[config.mk]
export PLATFORM = sky130hd
export DESIGN_NAME = pcode_fetch_arb
export DESIGN_NICKNAME = d
export VERILOG_FILES = /design/src/rtl/pcode_fetch_arb.sv
export SDC_FILE = /design/constraint.sdc
export NUM_CORES = 1
export LEC_CHECK = 0
export ABC_AREA = 0
export CORE_UTILIZATION = 44
export CTS_BUF_LIST = sky130_fd_sc_hd__clkbuf_4 sky130_fd_sc_hd__clkbuf_8
export CTS_CLUSTER_DIAMETER = 50
export CTS_CLUSTER_SIZE = 14
export DETAILED_ROUTE_END_ITERATION = 12
export PLACE_DENSITY = 0.81
export SLEW_MARGIN = 30
export SYNTH_ARGS = -nofsm -noshare
export SYNTH_HDL_FRONTEND = slang
export SYNTH_SLANG_ARGS = --single-unit
[constraint.sdc]
create_clock -name clk -period 4.2 [get_ports clk]
set_input_delay 0.84 -clock clk [delete_from_list [all_inputs] [get_ports clk]]
set_output_delay 0.84 -clock clk [all_outputs]
set_load 0.02 [all_outputs]
[src/rtl/pcode_fetch_arb.sv]
// Round-robin arbiter sharing one single-port P-code ROM between N_REQ chip channels.
// Latency: req sampled in cycle T -> gnt/rom_addr in T+1 -> rsp_valid/rsp_data in T+3.
// No backpressure: one grant per cycle at most, responses always accepted; a granted channel sits out one cycle.
module pcode_fetch_arb #(
  parameter int N_REQ = 4,
  parameter int AW    = 16,
  parameter int DW    = 8,
  parameter int DEPTH = 40960
) (
  input  logic                clk,
  input  logic                rst,
  input  logic [N_REQ-1:0]    req,
  input  logic [N_REQ*AW-1:0] addr,
  output logic [N_REQ-1:0]    gnt,
  output logic [N_REQ-1:0]    rsp_valid,
  output logic [DW-1:0]       rsp_data,
  output logic                rsp_err,
  output logic [AW-1:0]       rom_addr,
  input  logic [DW-1:0]       rom_data
);

  localparam int PW = $clog2(N_REQ);
  // One extra bit so DEPTH == 2^AW still compares correctly.
  localparam logic [32:0] DEPTH_L = 33'(DEPTH);

  logic [N_REQ-1:0] elig;
  logic [PW-1:0]    rr_ptr;
  logic [PW-1:0]    cand;
  logic [PW-1:0]    win_id;
  logic             win_vld;
  logic [PW-1:0]    ptr_nxt;
  logic [AW-1:0]    win_addr;
  logic             win_oor;

  // Read pipeline tags: S0 (address issued), S1 (ROM registering address)
  logic             v0, v1;
  logic             err0, err1;
  logic [PW-1:0]    id0, id1;

  // Channel index increment with wrap at N_REQ (N_REQ need not be a power of two).
  function automatic logic [PW-1:0] wrap_inc(input logic [PW-1:0] p);
    return (p == PW'(N_REQ - 1)) ? '0 : p + 1'b1;
  endfunction

  function automatic logic [N_REQ-1:0] onehot(input logic [PW-1:0] i);
    logic [N_REQ-1:0] o;
    o    = '0;
    o[i] = 1'b1;
    return o;
  endfunction

  // A channel whose grant is showing this cycle is still presenting the granted
  // address, so it is masked out until it has had a cycle to move on.
  assign elig = req & ~gnt;

  // Pick the first eligible channel at or after rr_ptr, wrapping around.
  always_comb begin
    win_vld = 1'b0;
    win_id  = '0;
    cand    = rr_ptr;
    for (int k = 0; k < N_REQ; k++) begin
      if (!win_vld && elig[cand]) begin
        win_vld = 1'b1;
        win_id  = cand;
      end
      cand = wrap_inc(cand);
    end
  end

  // Winner's address and range check; out-of-range reads never reach the ROM.
  always_comb begin
    ptr_nxt  = wrap_inc(win_id);
    win_addr = addr[win_id*AW +: AW];
    win_oor  = ({{(33-AW){1'b0}}, win_addr} >= DEPTH_L);
  end

  // Round-robin pointer moves just past each winner and holds when idle.
  always_ff @(posedge clk or negedge rst) begin
    if (!rst) begin
      rr_ptr <= '0;
    end else if (win_vld) begin
      rr_ptr <= ptr_nxt;
    end
  end

  // S0: grant pulse, ROM address and the tag that follows the read down the pipe.
  always_ff @(posedge clk or negedge rst) begin
    if (!rst) begin
      gnt      <= '0;
      rom_addr <= '0;
      v0       <= 1'b0;
      id0      <= '0;
      err0     <= 1'b0;
    end else begin
      v0 <= win_vld;
      if (win_vld) begin
        gnt  <= onehot(win_id);
        id0  <= win_id;
        err0 <= win_oor;
        if (!win_oor) begin
          rom_addr <= win_addr;
        end
      end else begin
        gnt <= '0;
      end
    end
  end

  // S1: tag waits while the ROM registers rom_addr.
  always_ff @(posedge clk or negedge rst) begin
    if (!rst) begin
      v1   <= 1'b0;
      id1  <= '0;
      err1 <= 1'b0;
    end else begin
      v1   <= v0;
      id1  <= id0;
      err1 <= err0;
    end
  end

  // S2: route the ROM word back to its channel; errored reads return zero.
  always_ff @(posedge clk or negedge rst) begin
    if (!rst) begin
      rsp_valid <= '0;
      rsp_data  <= '0;
      rsp_err   <= 1'b0;
    end else begin
      rsp_valid <= v1 ? onehot(id1) : '0;
      rsp_err   <= v1 & err1;
      if (v1) begin
        rsp_data <= err1 ? '0 : rom_data;
      end
    end
  end

endmodule
==> impl_metrics.json <==
{
  "status": "complete, no violations",
  "cts_hold_buffers": 0,
  "ys_types": 43,
  "dieArea_sq_um": 6030,
  "die_w_um": 77.7,
  "path_max_fanout": 14,
  "fin_nets": 435,
  "yosys_warnings": 0,
  "drtIter0Drc": 148,
  "synth-seq-area-share_pct": 42.7,
  "ant_nets": 0,
  "yosys.area.top_type": "dfrtp_1",
  "grt_util_all_layers_pct": 20.7,
  "insertion_delay_ns": 0.29,
  "cp-start-kind": "primary input",
  "cts_tree": "yes",
  "clockRootBuffer": "clkbuf_8",
  "worstHoldPathCells": 0,
  "path_clk_slew_ns": 0.08,
  "grt_pass1_wl_um": 9890,
  "synth_area_leaders": "dfrtp_1 43%, mux2i_1 6.8%, a221oi_2 5.4%",
  "syn_area_per_cell_sq_um": 10.4,
  "fmax_ghz": 0.288,
  "synth_ff_type": "dfrtp_1",
  "fill_cells": 443,
  "vias_per_cell": 5.27,
  "power.density_nw_per_um2": 983,
  "drc_errors": 0,
  "p_leak_uw": 0.00160,
  "ys_seq_elements": 43,
  "peakVddDrop_mv": 0.660,
  "die_h_um": 77.7,
  "num_rows": 27,
  "cap_violations": 0,
  "synth_edf_count": 0,
  "worstHoldEndpoint": "v1",
  "wl_per_cell_um": 14.1,
  "rsz0062_at_grt": "false",
  "ff2ff_path_depth": 9,
  "cp.required_ns": 4.38,
  "report.final.slew_viol_count": 0,
  "synth_top_area_share_pct": 42.7,
  "r2r_start": "rr_ptr[0]",
  "vias": 2235,
  "dp_hpwl_um": 4690,
  "htreeDepth": 2,
  "worst_slew_pin_slew_ns": 0.725,
  "dp.cells": 417,
  "syn_inst": 243,
  "fin_setup_tns_ns": 0,
  "setup_violations": 0,
  "totalWireLength_um": 6000,
  "area_delta_synth_final_pct": 48.9,
  "worstSetupEndpointType": "flip-flop",
  "post_cts_buffers": 0,
  "numCtsBuffers": 5,
  "synth_nets": 326,
  "start_util_pct": 45.7,
  "synth_area_sq_um": 2520,
  "antennaDiodeCount": 0,
  "drt_first_pass_iters": 4,
  "slew_headroom_pct": 50.4,
  "crit_type": "primary input to flip-flop",
  "hold_viol": 0,
  "port-buffer-count": 110,
  "final.setup.worst_slack_ns": 0.730,
  "clockBufferDepth": 2,
  "power.total_uw": 3690,
  "io_pins": 111,
  "finish.utilization_pct": 68.1,
  "grt_pass1_vias": 2167,
  "clock_skew_ns": 0.00618,
  "place_congestion": 0.874,
  "hold_start": "v0",
  "final-instance-count-excl-fill": 424,
  "grt.overflow.total": 0,
  "layout-drive-gt1-share_pct": 9.94,
  "hold_class": "flip-flop to flip-flop",
  "grt_max_degree": 52,
  "antenna_found_initial": 0,
  "post-place-ws_ns": 0.450,
  "ctsResizeCount": 0,
  "async_reset_ff_share_pct": 100,
  "clock_sinks": 43,
  "fp.coreArea_sq_um": 5510,
  "cp_data_arrival_time_ns": 3.65,
  "finalCritPeriodShare_pct": 82.6,
  "rrSetupSlack_ns": 0.88,
  "min_period_ns": 3.47,
  "crit_path_start": "req[3]",
  "r2r_end": "rom_addr[11]"
}
layer usage:
layer  vias up  part of all wire, %  track usage [%]
met5         -                    0                0
met4         0                 0.87             4.34
met3         9                  7.9             5.65
met2       103                   50             35.3
met1      1040                   41             26.3
li1       1083                    -                -
cells in the final DEF, fill, tap and decap left out, drive strengths merged, types with 4 or more instances in the layout:
cell,instances
inv,29
ha,5
a21oi,4
o21ai,17
mux2i,17
dfrtp,43
nor2b,20
nor2,5
a221oi,16
clkdlybuf4s50,109
nand2,12
nand2b,4
buf,6
o21a,4
mux2,4
clkbuf,6
a211oi,15
and2,5
synthesized netlist by cell type, types with 2 or more instances:
| library cell | n |
|---|---|
| inv_1 | 28 |
| a211oi_1 | 15 |
| nor2b_1 | 20 |
| nand2_1 | 11 |
| a21boi_1 | 2 |
| mux2_2 | 4 |
| nand3b_1 | 2 |
| nor3b_1 | 2 |
| ha_1 | 5 |
| o21a_1 | 4 |
| a32oi_1 | 2 |
| clkbuf_1 | 5 |
| a221oi_2 | 9 |
| and3_1 | 2 |
| a221oi_1 | 7 |
| a2111oi_0 | 2 |
| nand2b_1 | 4 |
| buf_2 | 3 |
| nor4b_1 | 2 |
| buf_4 | 2 |
| o21ai_0 | 17 |
| dfrtp_1 | 43 |
| a21oi_1 | 3 |
| buf_6 | 3 |
| nor2_1 | 5 |
| or3b_2 | 2 |
| mux2i_1 | 17 |
| and2_1 | 5 |
| mux4_2 | 2 |
| and3b_1 | 2 |
critical path: stages:
cell	delay [ns]
clkdlybuf4s50_1	0.50
nor4b_1	0.46
a2111oi_0	0.20
o211ai_2	0.50
a21boi_1	0.16
mux2_2	0.32
o21a_1	0.19
buf_4	0.17
a221oi_1	0.30
through the flow:
| stage | hold WS [ns] | instance area [sq um] |
|---|---|---|
| floorplan | 0.331 | 2520 |
| global placement | 0.333 | 3660 |
| detailed placement | 0.337 | 3660 |
| CTS | 0.353 | 3750 |
| global route | 0.356 | 3750 |
| finish | 0.350 | 3750 |
report_power, final:
part / internal, uW / leakage (uW) / switching (uW)
clock: 129 / 0.0000470 / 128
combinational: 1210 / 0.00104 / 1430
sequential: 644 / 0.000515 / 138
logic make-up after synthesis:
group / share of synthesized area [%]
compound gates: 22.4
fa+ha+maj: 2.48
buf+inv: 7.60
flops: 42.7
mux: 10.3
simple gates: 14.5
flip-flops by register name, indices dropped and copies added, names as in the netlist:
name	count
err0	1
err1	1
gnt	4
id0	2
id1	2
rom_addr	16
rr_ptr	2
rsp_data	8
rsp_err	1
rsp_valid	4
v0	1
v1	1
how the worst max path moves through the flow:
stage                        end  slack [ns]  depth (start not counted)
finish              rom_addr[11]        0.73                          9
global route        rom_addr[12]        0.46                          9
CTS                 rom_addr[11]        0.75                          9
detailed placement  rom_addr[11]        0.45                          9
global placement    rom_addr[15]        0.52                          9
floorplan              rr_ptr[1]        1.28                          9
cell type report:
cell class | instances | area, sq um | share of cell area, %
well taps | 72 | 90.1 | 2.40
clock inverters | 1 | 5.00 | 0.133
flip-flops and latches | 43 | 1080 | 28.7
repair buffers | 115 | 1140 | 30.3
clock buffers | 6 | 82.6 | 2.20
multi-input cells | 158 | 1250 | 33.4
inverters | 29 | 109 | 2.90
Power figures use the tool's default switching activity.
==> RTL change: new RTL, same settings <==
Make the reset (`rst`) synchronous in 4 clocked blocks.
--- a/src/rtl/pcode_fetch_arb.sv
+++ b/src/rtl/pcode_fetch_arb.sv
@@ -75,7 +75,7 @@
   end
 
   // Round-robin pointer moves just past each winner and holds when idle.
-  always_ff @(posedge clk or negedge rst) begin
+  always_ff @(posedge clk) begin
     if (!rst) begin
       rr_ptr <= '0;
     end else if (win_vld) begin
@@ -84,7 +84,7 @@
   end
 
   // S0: grant pulse, ROM address and the tag that follows the read down the pipe.
-  always_ff @(posedge clk or negedge rst) begin
+  always_ff @(posedge clk) begin
     if (!rst) begin
       gnt      <= '0;
       rom_addr <= '0;
@@ -107,7 +107,7 @@
   end
 
   // S1: tag waits while the ROM registers rom_addr.
-  always_ff @(posedge clk or negedge rst) begin
+  always_ff @(posedge clk) begin
     if (!rst) begin
       v1   <= 1'b0;
       id1  <= '0;
@@ -120,7 +120,7 @@
   end
 
   // S2: route the ROM word back to its channel; errored reads return zero.
-  always_ff @(posedge clk or negedge rst) begin
+  always_ff @(posedge clk) begin
     if (!rst) begin
       rsp_valid <= '0;
       rsp_data  <= '0;
Formal check against the unedited RTL: differs if rst is asserted again (counterexample within 4 cycles, from zero or initial values and one cycle with rst low); with rst held inactive, the same outputs for 10 cycles.
==> RTL change against the unedited design <==
Fmax down 0.98%. Critical endpoint is now rom_addr[8]$_SDFFE_PN0P_. Wire length grew 5.5%. Sequential cell count stayed put. Core utilization rose by 4.0 points. Synthesized area fell by 1.8%. Cell area grew 1.3%. Largest cell class unchanged. Largest power group unchanged. Setup slack worse by 0.034 ns. Total power is 29% lower. First-iteration DRC count decreased by 54%.
==> RTL change: results (changes against the unedited design) <==
Part of the Yosys area used for sequential elements: 34.8% (-7.9 points)
Ys Warns: 0 (unchanged)
Synth area leaders: dfxtp_1, mux2i_1, nor2b_1
Syn nets: 348 (+6.7%)
Mux cell area share after synthesis: 16.8% (+6.5 points)
Slowest cell on crit path: clkdlybuf4s50_1
Hold path startpoint: v0$_SDFF_PN0_
Met2 GRT Util: 39.7% (+4.4 points)
Sw Pwr: 1090 uW (-36%)
Reg clk slew, reported paths: 0.09 ns
Compound-gate portion of the synthesized area: 20.3% (-2.0 points)
Pin count of the biggest net entering global routing: 27 (-48%)
Starting DRT DRC Count: 68 (-54%)
Final Skew: 0.0115 ns (+0.00535 ns)
Number of vias per cell: 5.27 (about the same)
Worst-Skew Late Latency: 0.30 ns
First-pass GRT wire length: 10300 um (+3.8%)
Synth async-reset ratio: 0% (-100 points)
Part of the cycle the worst path needs: 83.4% (+0.82 points)
Post-DP Area: 3660 um2 (about the same)
Synth cell count leaders: dfxtp_1, nor2b_1, nand2_1
Post_cts resized: 0 (unchanged)
FILL cells: 397 (-10%)
Hold EP: v1$_SDFF_PN0_
Worst vdd ir: 0.371 mV (-44%)
CP startpoint: req[1]
Yosys cell types: 49 (+14%)
Share of cells above drive strength 1: 8.22% (-1.7 points)
Final HPWL DP: 4900 um (+4.4%)
Global Route met3 Usage: 7.62% (+2.0 points)
Pre-CTS WS: 0.212 ns (-0.238 ns)
H-tree Lvls: 2 (unchanged)
Crit Path Max Fanout: 26 (+12)
R2R setup slack: 0.94 ns (+0.06 ns)
CTS max path bufs: 2 (unchanged)
WHS Path Cells: 1 (+1)
Crit path arrival time: 3.74 ns (+0.09 ns)
Reg2reg start: rr_ptr[1]$_SDFFE_PN0N_
Vias in the first global route: 2246 (+3.6%)
Grt met1 use: 23.1% (-3.2 points)
CP Capture Point: rom_addr[8]$_SDFFE_PN0P_
Adder-cell share of the synthesized area: 2.53% (+0.047 points)
Final WL: 6330 um (+5.5%)
Net count, final: 459 (+5.5%)
Tot GR Track Use: 21.7% (+0.93 points)
LEAKAGE: 0.00148 uW (-7.2%)
Placer Congestion: 0.834 (-4.6%)
Worst rel slew slack: 59.3% (+8.9 points)
Status: finished clean
==> RTL change: changes by cell type in the layout (fill, tap and decap cells not counted), sizes merged, moves of 13 or more <==
| cell | delta |
|---|---|
| a211oi | -13 |
| a221oi | -16 |
| a22o | +15 |
| dfrtp | -43 |
| dfxtp | +43 |
| inv | -24 |
| mux2 | +14 |
==> RTL change: cells by family after synthesis <==
| family | after synthesis |
|---|---|
| flops | 43 |
| simple gates | 88 |
| buf+inv | 20 |
| mux | 38 |
| compound gates | 71 |
| fa+ha+maj | 5 |
==> RTL change: power groups by stage <==
| stage | combinational (uW) | sequential [uW] | clock (uW) |
|---|---|---|---|
| after floorplan | 1120 | 656 | 0 |
| after global placement | 1620 | 594 | 0 |
| after detailed placement | 1650 | 593 | 0 |
| after CTS | 1650 | 586 | 395 |
| after global routing | 1800 | 599 | 411 |
| final | 1650 | 585 | 384 |
==> RTL change: area by class of cell <==
| cell class | count | area (um2) | share of cell area, % |
|---|---|---|---|
| tap | 70 | 87.6 | 2.31 |
| multi-input combinational | 202 | 1530 | 40.2 |
| clock buffer | 5 | 68.8 | 1.81 |
| timing repair buffer | 119 | 1170 | 30.8 |
| clock inverter | 3 | 67.6 | 1.78 |
| inverter | 5 | 18.8 | 0.494 |
| sequential | 43 | 861 | 22.7 |
==> RTL change: routing by layer <==
metal / wire [um] / vias to the layer above
li1: - / 1185
met1: 2570 / 1071
met2: 3230 / 91
met3: 462 / 7
met4: 65 / 0
met5: 0 / -
==> RTL change: metrics by stage <==
stage | hold slack, ns | instances | total power [uW]
after floorplan | 0.412 | 265 | 1770
after global placement | 0.416 | 439 | 2220
after detailed placement | 0.427 | 439 | 2240
after CTS | 0.454 | 447 | 2630
after global routing | 0.461 | 447 | 2810
final | 0.446 | 447 | 2620
